## src/rtl/shift_universal_register.sv

```systemverilog
// Universal shift register: hold, shift, rotate, arithmetic shift,
// load and clear, with a per-frame shift counter and done pulse.
module shift_universal_register #(
  parameter int               WIDTH       = 8,
  parameter logic [WIDTH-1:0] RESET_VALUE = '0
) (
  input  logic                     clk,
  input  logic                     rst,
  input  logic                     en,
  input  logic [2:0]               mode,
  input  logic                     si,
  input  logic [WIDTH-1:0]         pi,
  output logic [WIDTH-1:0]         po,
  output logic                     so_msb,
  output logic                     so_lsb,
  output logic [$clog2(WIDTH)-1:0] bit_cnt,
  output logic                     frame_done
);

  localparam int CW = $clog2(WIDTH);

  typedef enum logic [2:0] {
    M_HOLD  = 3'b000,
    M_SHL   = 3'b001,
    M_SHR   = 3'b010,
    M_ROL   = 3'b011,
    M_ROR   = 3'b100,
    M_ASR   = 3'b101,
    M_LOAD  = 3'b110,
    M_CLEAR = 3'b111
  } mode_e;

  mode_e            op;
  logic [WIDTH-1:0] po_nxt;
  logic             is_shift;
  logic             is_restart;
  logic             last;

  assign op     = mode_e'(mode);
  assign so_msb = po[WIDTH-1];
  assign so_lsb = po[0];
  assign last   = (bit_cnt == CW'(WIDTH - 1));

  always_comb begin
    po_nxt     = po;
    is_shift   = 1'b0;
    is_restart = 1'b0;
    unique case (op)
      M_HOLD: po_nxt = po;
      M_SHL: begin
        po_nxt   = {po[WIDTH-2:0], si};
        is_shift = 1'b1;
      end
      M_SHR: begin
        po_nxt   = {si, po[WIDTH-1:1]};
        is_shift = 1'b1;
      end
      M_ROL: begin
        po_nxt   = {po[WIDTH-2:0], po[WIDTH-1]};
        is_shift = 1'b1;
      end
      M_ROR: begin
        po_nxt   = {po[0], po[WIDTH-1:1]};
        is_shift = 1'b1;
      end
      M_ASR: begin
        po_nxt   = {po[WIDTH-1], po[WIDTH-1:1]};
        is_shift = 1'b1;
      end
      M_LOAD: begin
        po_nxt     = pi;
        is_restart = 1'b1;
      end
      M_CLEAR: begin
        po_nxt     = RESET_VALUE;
        is_restart = 1'b1;
      end
    endcase
  end

  // frame_done defaults low each edge so it only ever pulses
  always_ff @(posedge clk) begin
    if (rst) begin
      po         <= RESET_VALUE;
      bit_cnt    <= '0;
      frame_done <= 1'b0;
    end else begin
      frame_done <= 1'b0;
      if (en) begin
        po <= po_nxt;
        if (is_shift) begin
          if (last) begin
            bit_cnt    <= '0;
            frame_done <= 1'b1;
          end else begin
            bit_cnt <= bit_cnt + 1'b1;
          end
        end else if (is_restart) begin
          bit_cnt <= '0;
        end
      end
    end
  end

endmodule

```

## config.mk

```make
export PLATFORM = sky130hd
export DESIGN_NAME = shift_universal_register
export DESIGN_NICKNAME = d
export VERILOG_FILES = /design/src/rtl/shift_universal_register.sv
export SDC_FILE = /design/constraint.sdc
export NUM_CORES = 1
export LEC_CHECK = 0
export BUFFER_PORTS_ARGS = -buffer_cell sky130_fd_sc_hd__clkbuf_2
export CORE_MARGIN = 8
export CORE_UTILIZATION = 40
export DETAILED_ROUTE_END_ITERATION = 8
export GPL_ROUTABILITY_DRIVEN = 0
export GPL_TIMING_DRIVEN = 1
export HOLD_SLACK_MARGIN = 0.02
export PLACE_DENSITY = 0.67
export SYNTH_ARGS = -nofsm -noshare
export SYNTH_HDL_FRONTEND = slang
export SYNTH_SLANG_ARGS = --single-unit
export TNS_END_PERCENT = 100
```

## constraint.sdc

```tcl
create_clock -name clk -period 2.11 [get_ports clk]
set_input_delay 0.1055 -clock clk [delete_from_list [all_inputs] [get_ports clk]]
set_output_delay 0.1055 -clock clk [all_outputs]
set_load 0.1 [all_outputs]
```

==> results of run 1 <==
==> through the flow <==
stage	setup WS (ns)	std cells	hold WS, ns
detailed placement	0.541	135	0.470
global route	0.739	139	0.186
finish	0.786	139	0.166
CTS	0.782	139	0.167
floorplan	0.391	89	0.178
global placement	0.634	135	0.464
==> registers in the layout, summed over array words and instances (netlist names) <==
register    count
po              8
bit_cnt         3
frame_done      1
==> final cells by class <==
type                       instances  area (um2)
clock buffer                       4        36.3
fill                             211         971
inverter                           2        7.51
multi-input combinational         66         453
sequential                        12         240
tap                               27        33.8
timing repair buffer              28         140
==> where the power goes <==
part	total [mW]	internal (mW)	switching, mW
combinational	0.234	0.0528	0.181
clock	0.187	0.105	0.0823
sequential	0.256	0.240	0.0155
total	0.677	0.398	0.279
==> metal layers <==
metal	vias up	track usage, %
met4	0	8.16
met3	3	2.80
met2	25	18.0
met1	347	14.2
li1	382	-
met5	-	0
==> how the worst max path moves through the flow <==
stage                                  from                 endpoint  slack (ns)  cells past startpoint
floorplan           bit_cnt[0]$_SDFFE_PP0P_  bit_cnt[0]$_SDFFE_PP0P_        0.39                      4
global placement                    mode[1]  bit_cnt[0]$_SDFFE_PP0P_        0.63                      5
detailed placement                  mode[1]  bit_cnt[0]$_SDFFE_PP0P_        0.54                      5
CTS                      po[0]$_SDFFE_PP0P_                   so_lsb        0.78                      1
global route                        mode[1]  bit_cnt[0]$_SDFFE_PP0P_        0.74                      5
finish                   po[0]$_SDFFE_PP0P_                   so_lsb        0.79                      1
==> kinds of logic (layout without fill, tap and decap cells) <==
| family | count (synthesis) | after routing | synth area share, % |
|---|---|---|---|
| AO/OA/AOI/OAI | 32 | 32 | 30.0 |
| AND/OR/NAND/NOR | 29 | 29 | 21.8 |
| flip-flops | 12 | 12 | 31.4 |
| buffers and inverters | 11 | 34 | 9.33 |
| multiplexers | 3 | 3 | 4.26 |
| adder cells (fa/ha/maj) | 2 | 2 | 3.27 |
==> cells in the final DEF, fill, tap and decap left out <==
| cell type | instances |
|---|---|
| and3_1 | 6 |
| nand3b_4 | 1 |
| nor2_4 | 1 |
| o31a_1 | 2 |
| nor3b_1 | 1 |
| o21ai_2 | 1 |
| nor2_1 | 8 |
| a41oi_1 | 1 |
| o31ai_1 | 1 |
| mux2i_1 | 1 |
| nand2_1 | 6 |
| o21ai_0 | 7 |
| or3_1 | 1 |
| nor2b_1 | 2 |
| a21oi_1 | 5 |
| a221oi_1 | 6 |
| clkbuf_8 | 1 |
| clkbuf_2 | 28 |
| nand3_1 | 2 |
| ha_1 | 2 |
| dfxtp_1 | 12 |
| inv_1 | 2 |
| a211oi_2 | 1 |
| nor2b_2 | 1 |
| a2bb2oi_1 | 1 |
| a211oi_1 | 7 |
| mux2_2 | 2 |
| clkbuf_4 | 3 |
==> results_dict.tcl, run 1 <==
set metrics [dict create \
    postRouteAntennaNets 0 \
    placed_cell_area_um2 875 \
    ys_types 29 \
    tns_ns 0 \
    syn2layout_area_growth_pct 19.1 \
    synth_enable_flop_cells 0 \
    cp-end-kind "output port" \
    antenna_found_initial 0 \
    r2r-end "bit_cnt[0]$_SDFFE_PP0P_" \
    clk_pin_slew_worst_paths_ns 0.08 \
    holdCritStartpoint "rst" \
    start_kind "register" \
    required_ns 2.00 \
    synthTopCellsByArea "dfxtp_1 31%, a211oi_1 6.9%, a221oi_1 6.9%" \
    cp_slowest_stage_delay_ns 0.50 \
    power_density_nw_per_um2 743 \
    slew_headroom_pct 63.7 \
    die-area_um2 3570 \
    seq_area_frac_synth_pct 31.4 \
    async_reset_ff_share_pct 0 \
    overflow 0 \
    drt_iter0_drc 24 \
    min_path_cells 2 \
    drv_cap 0 \
    port_buffers 28 \
    finalInstanceArea_um2 911 \
    fmax_ghz 0.755 \
    path_cells "clkbuf_2" \
    finClkSkew_ns 0.00491 \
    irDropWorstVdd_mv 0.312 \
    slowest_stage "clkbuf_2" \
    routed_wl_um 1880 \
    critPathKind "register to output port" \
    cts_tree "done" \
    die_x_um 59.7 \
    min_period_over_period_pct 62.7 \
    worst-r2r-setup-slack_ns 0.83 \
    numCtsBuffers 3 \
    cp_max_fo 5 \
    placementRows 16 \
    die_h_um 59.7 \
    power_mw 0.677 \
    insertion_delay_ns 0.28 \
    maxSlewViolCount 0 \
    grtUsageTotal_pct 11.8 \
    core_area_um2 1880 \
    dr_wl_met3_um 119 \
    avgSynthCellArea_um2 8.59 \
    utilization_pct 48.4 \
    grt_pass1_vias 757 \
    holdPathEnd "po[0]$_SDFFE_PP0P_" \
    top_layer "met4" \
    worst_pin_slew_ns 0.547 \
    n_antenna_cell 0 \
    cts_resized 0 \
    io_pins 29 \
    leakagePower_nw 0.422 \
    postCtsHoldBufs 0 \
    critPathArrivalTime_ns 1.22 \
    syn_inst 89 \
    routedWlPerCell_um 13.5 \
    setup_viol 0 \
    hold_path.class "input port to register" \
    htree_levels 1 \
    ys_ff_latch 12 \
    synth.most_common_cell "dfxtp_1" \
    status "complete, no violations" \
    yosys_warnings 0 \
    via_per_inst 5.45 \
    synth_top_area_share_pct 31.4 \
    vias 757 \
    root_buffer "clkbuf_4" \
    grt_max_degree 19 \
    start_util_pct 40.6 \
    nets 130 \
    ff2ff_path_depth 4 \
    r2r_start "bit_cnt[0]$_SDFFE_PP0P_" \
    cp_top_family "buffers and inverters" \
    drt-met1-wl_um 889 \
    syn_nets 106 \
    dpl.hpwl_um 1490 \
    ys_top_cells_by_count "12 x dfxtp_1, 8 x nor2_1, 7 x a211oi_1, 7 x o21ai_0" \
    rsz0062_at_grt "false" \
    clock_path_buffers 2 \
    cts_setup_buffers 0 \
    synth_ff_type "dfxtp_1" \
    hold_violations 0 \
    yosys.area.top_type "dfxtp_1" \
    wl_met2_um 840 \
    firstDrtPassIters 4 \
    drive_gt1_share_pct 34.8 \
    syn_area_um2 764 \
    worst-path-buf-inv 1 \
    cts.sinks 12 \
    drc_errors 0 \
    grt_pass1_wl_um 3240 \
    period_needed_ns 1.32 \
]
(Power assumes the default switching activity.)
==> run 2, diff against run 1 <==
==> constraint.sdc (replaced) <==
create_clock -name clk -period 1.3 [get_ports clk]
set_input_delay 0.065 -clock clk [delete_from_list [all_inputs] [get_ports clk]]
set_output_delay 0.065 -clock clk [all_outputs]
set_load 0.1 [all_outputs]
==> run 2 against run 1 <==
Compared with the run above:
- total power rose by 66%
- clock skew is 0.0031 ns lower
- via count increased by 5.3%
- combinational power rose by 73%
- sequential share of layout area fell by 0.27 points
- count of clock-buffer cells in the layout stayed put
- final cell count is 3.6% higher
- clock power increased by 61%
- global-route usage about the same
==> results_dict.tcl, run 2 (same netlist as run 1, synthesis figures left out) <==
set metrics [dict create \
    critPathKind "register to register" \
    fin_ws_ns 0.0510 \
    r2r_start "bit_cnt[0]$_SDFFE_PP0P_" \
    regMostFlops "po" \
    crit_start "bit_cnt[0]$_SDFFE_PP0P_" \
    via_per_inst 5.53 \
    core_area_um2 1880 \
    clock_path_buffers 2 \
    postCtsHoldBufs 0 \
    placed_cell_area_um2 953 \
    numCtsBuffers 3 \
    critPathArrivalTime_ns 1.45 \
    fillers 201 \
    switching_share_pct 40.3 \
    layout_common_cells "24 x clkbuf_2, 9 x dfxtp_2, 8 x nor2_1, 8 x buf_4" \
    status "complete, no violations" \
    root_buffer "clkbuf_4" \
    min_period_over_period_pct 96.1 \
    placementRows 16 \
    die_h_um 59.7 \
    htree_levels 1 \
    hold_violations 0 \
    antenna_found_initial 0 \
    regArea_um2 259 \
    rsz0062_at_grt "false" \
    multiInputGateArea_um2 455 \
    p_int_mw 0.670 \
    grt_max_degree 13 \
    maxSlewViolCount 0 \
    p_switching_mw 0.452 \
    whs_ns 0.110 \
    period_needed_ns 1.25 \
    grtUsageTotal_pct 11.8 \
    irDropWorstVdd_mv 0.514 \
    start_util_pct 40.6 \
    overflow 0 \
    power_mw 1.12 \
    seqPwrFrac_pct 37.2 \
    grt_pass1_wl_um 3280 \
    slew_headroom_pct 63.9 \
    ff2ff_path_depth 4 \
    endpoint "bit_cnt[0]$_SDFFE_PP0P_" \
    setup_viol 0 \
    insertion_delay_ns 0.27 \
    io_pins 29 \
    drive_gt1_share_pct 47.9 \
    r2r-end "bit_cnt[0]$_SDFFE_PP0P_" \
    finalInstanceArea_um2 992 \
    port_buffers 28 \
    clk_pin_slew_worst_paths_ns 0.08 \
    dpl.hpwl_um 1550 \
    leakagePower_nw 0.455 \
    start_kind "register" \
    power_frac_comb_pct 36.0 \
    syn2layout_area_growth_pct 29.8 \
    drv_cap 0 \
    firstDrtPassIters 4 \
    cts_tree "done" \
    pwr-share-clk_pct 26.8 \
    tns_ns 0 \
    drt_iter0_drc 17 \
    pre_cts_slack_ns 0.0292 \
    worst-r2r-setup-slack_ns 0.05 \
    required_ns 1.50 \
    postRouteAntennaNets 0 \
    grt_pass1_vias 792 \
    die-area_um2 3570 \
    drc_errors 0 \
    n_antenna_cell 0 \
    reg_top3 "po: 8 flops, bit_cnt: 3 flops, frame_done: 1 flops" \
    worst_pin_slew_ns 0.544 \
    cts.sinks 12 \
    finClkSkew_ns 0.00179 \
    layout_commonest_cell "clkbuf_2" \
    power_density_nw_per_um2 1130 \
    hold_path.class "input port to register" \
    routedWlPerCell_um 13.0 \
    die_x_um 59.7 \
    vias 797 \
    cp_max_fo 4 \
    cp-end-kind "register" \
    cts_resized 0 \
    nets 135 \
    routed_wl_um 1880 \
    largest_reg_flops 8 \
    cts_setup_buffers 0 \
    fmax_ghz 0.801 \
]
==> run 2: routing by layer <==
| metal | share of wire (%) | vias up | global-route usage, % | routed length [um] |
|---|---|---|---|---|
| met5 | 0 | - | 0 | 0 |
| met4 | 1.3 | 0 | 7.14 | 24 |
| met3 | 8.8 | 3 | 3.44 | 166 |
| met2 | 49 | 34 | 20.3 | 914 |
| met1 | 41 | 369 | 12.3 | 772 |
| li1 | - | 391 | - | - |
==> run 2: through the flow <==
step	util [%]	std cells
2_1_floorplan	-	89
3_3_place_gp	50.7	140
3_5_place_dp	50.7	140
4_1_cts	52.6	144
5_1_grt	52.7	144
6_report	52.7	144
==> run 2: worst max-delay path, cell delays in order, from the launching register on <==
cell and delay (ns):
dfxtp_4 0.35, ha_1 0.20, ha_2 0.17, or3_1 0.34
a21oi_1 0.12
==> run 2: final cells by class <==
cell class | count | area share (%)
Clock buffer | 4 | 3.66
Inverter | 2 | 0.757
Multi-Input combinational cell | 66 | 45.9
Sequential cell | 12 | 26.1
Tap cell | 27 | 3.40
Timing Repair Buffer | 33 | 20.2
==> run 2: power by group through the flow <==
stage	clock network [mW]	registers (mW)	logic, mW
after floorplan	0	0.583	0.172
after global placement	0	0.426	0.403
after detailed placement	0	0.427	0.406
after CTS	0.304	0.418	0.407
after global routing	0.312	0.422	0.431
final	0.301	0.418	0.404
==> run 2: worst min path at each step <==
stage,startpoint,endpoint,cells after the start
after global routing,rst,po[0]$_SDFFE_PP0P_,2
after global placement,rst,po[0]$_SDFFE_PP0P_,2
after floorplan,rst,po[3]$_SDFFE_PP0P_,1
final,rst,po[0]$_SDFFE_PP0P_,2
after CTS,rst,po[0]$_SDFFE_PP0P_,2
after detailed placement,rst,po[0]$_SDFFE_PP0P_,2
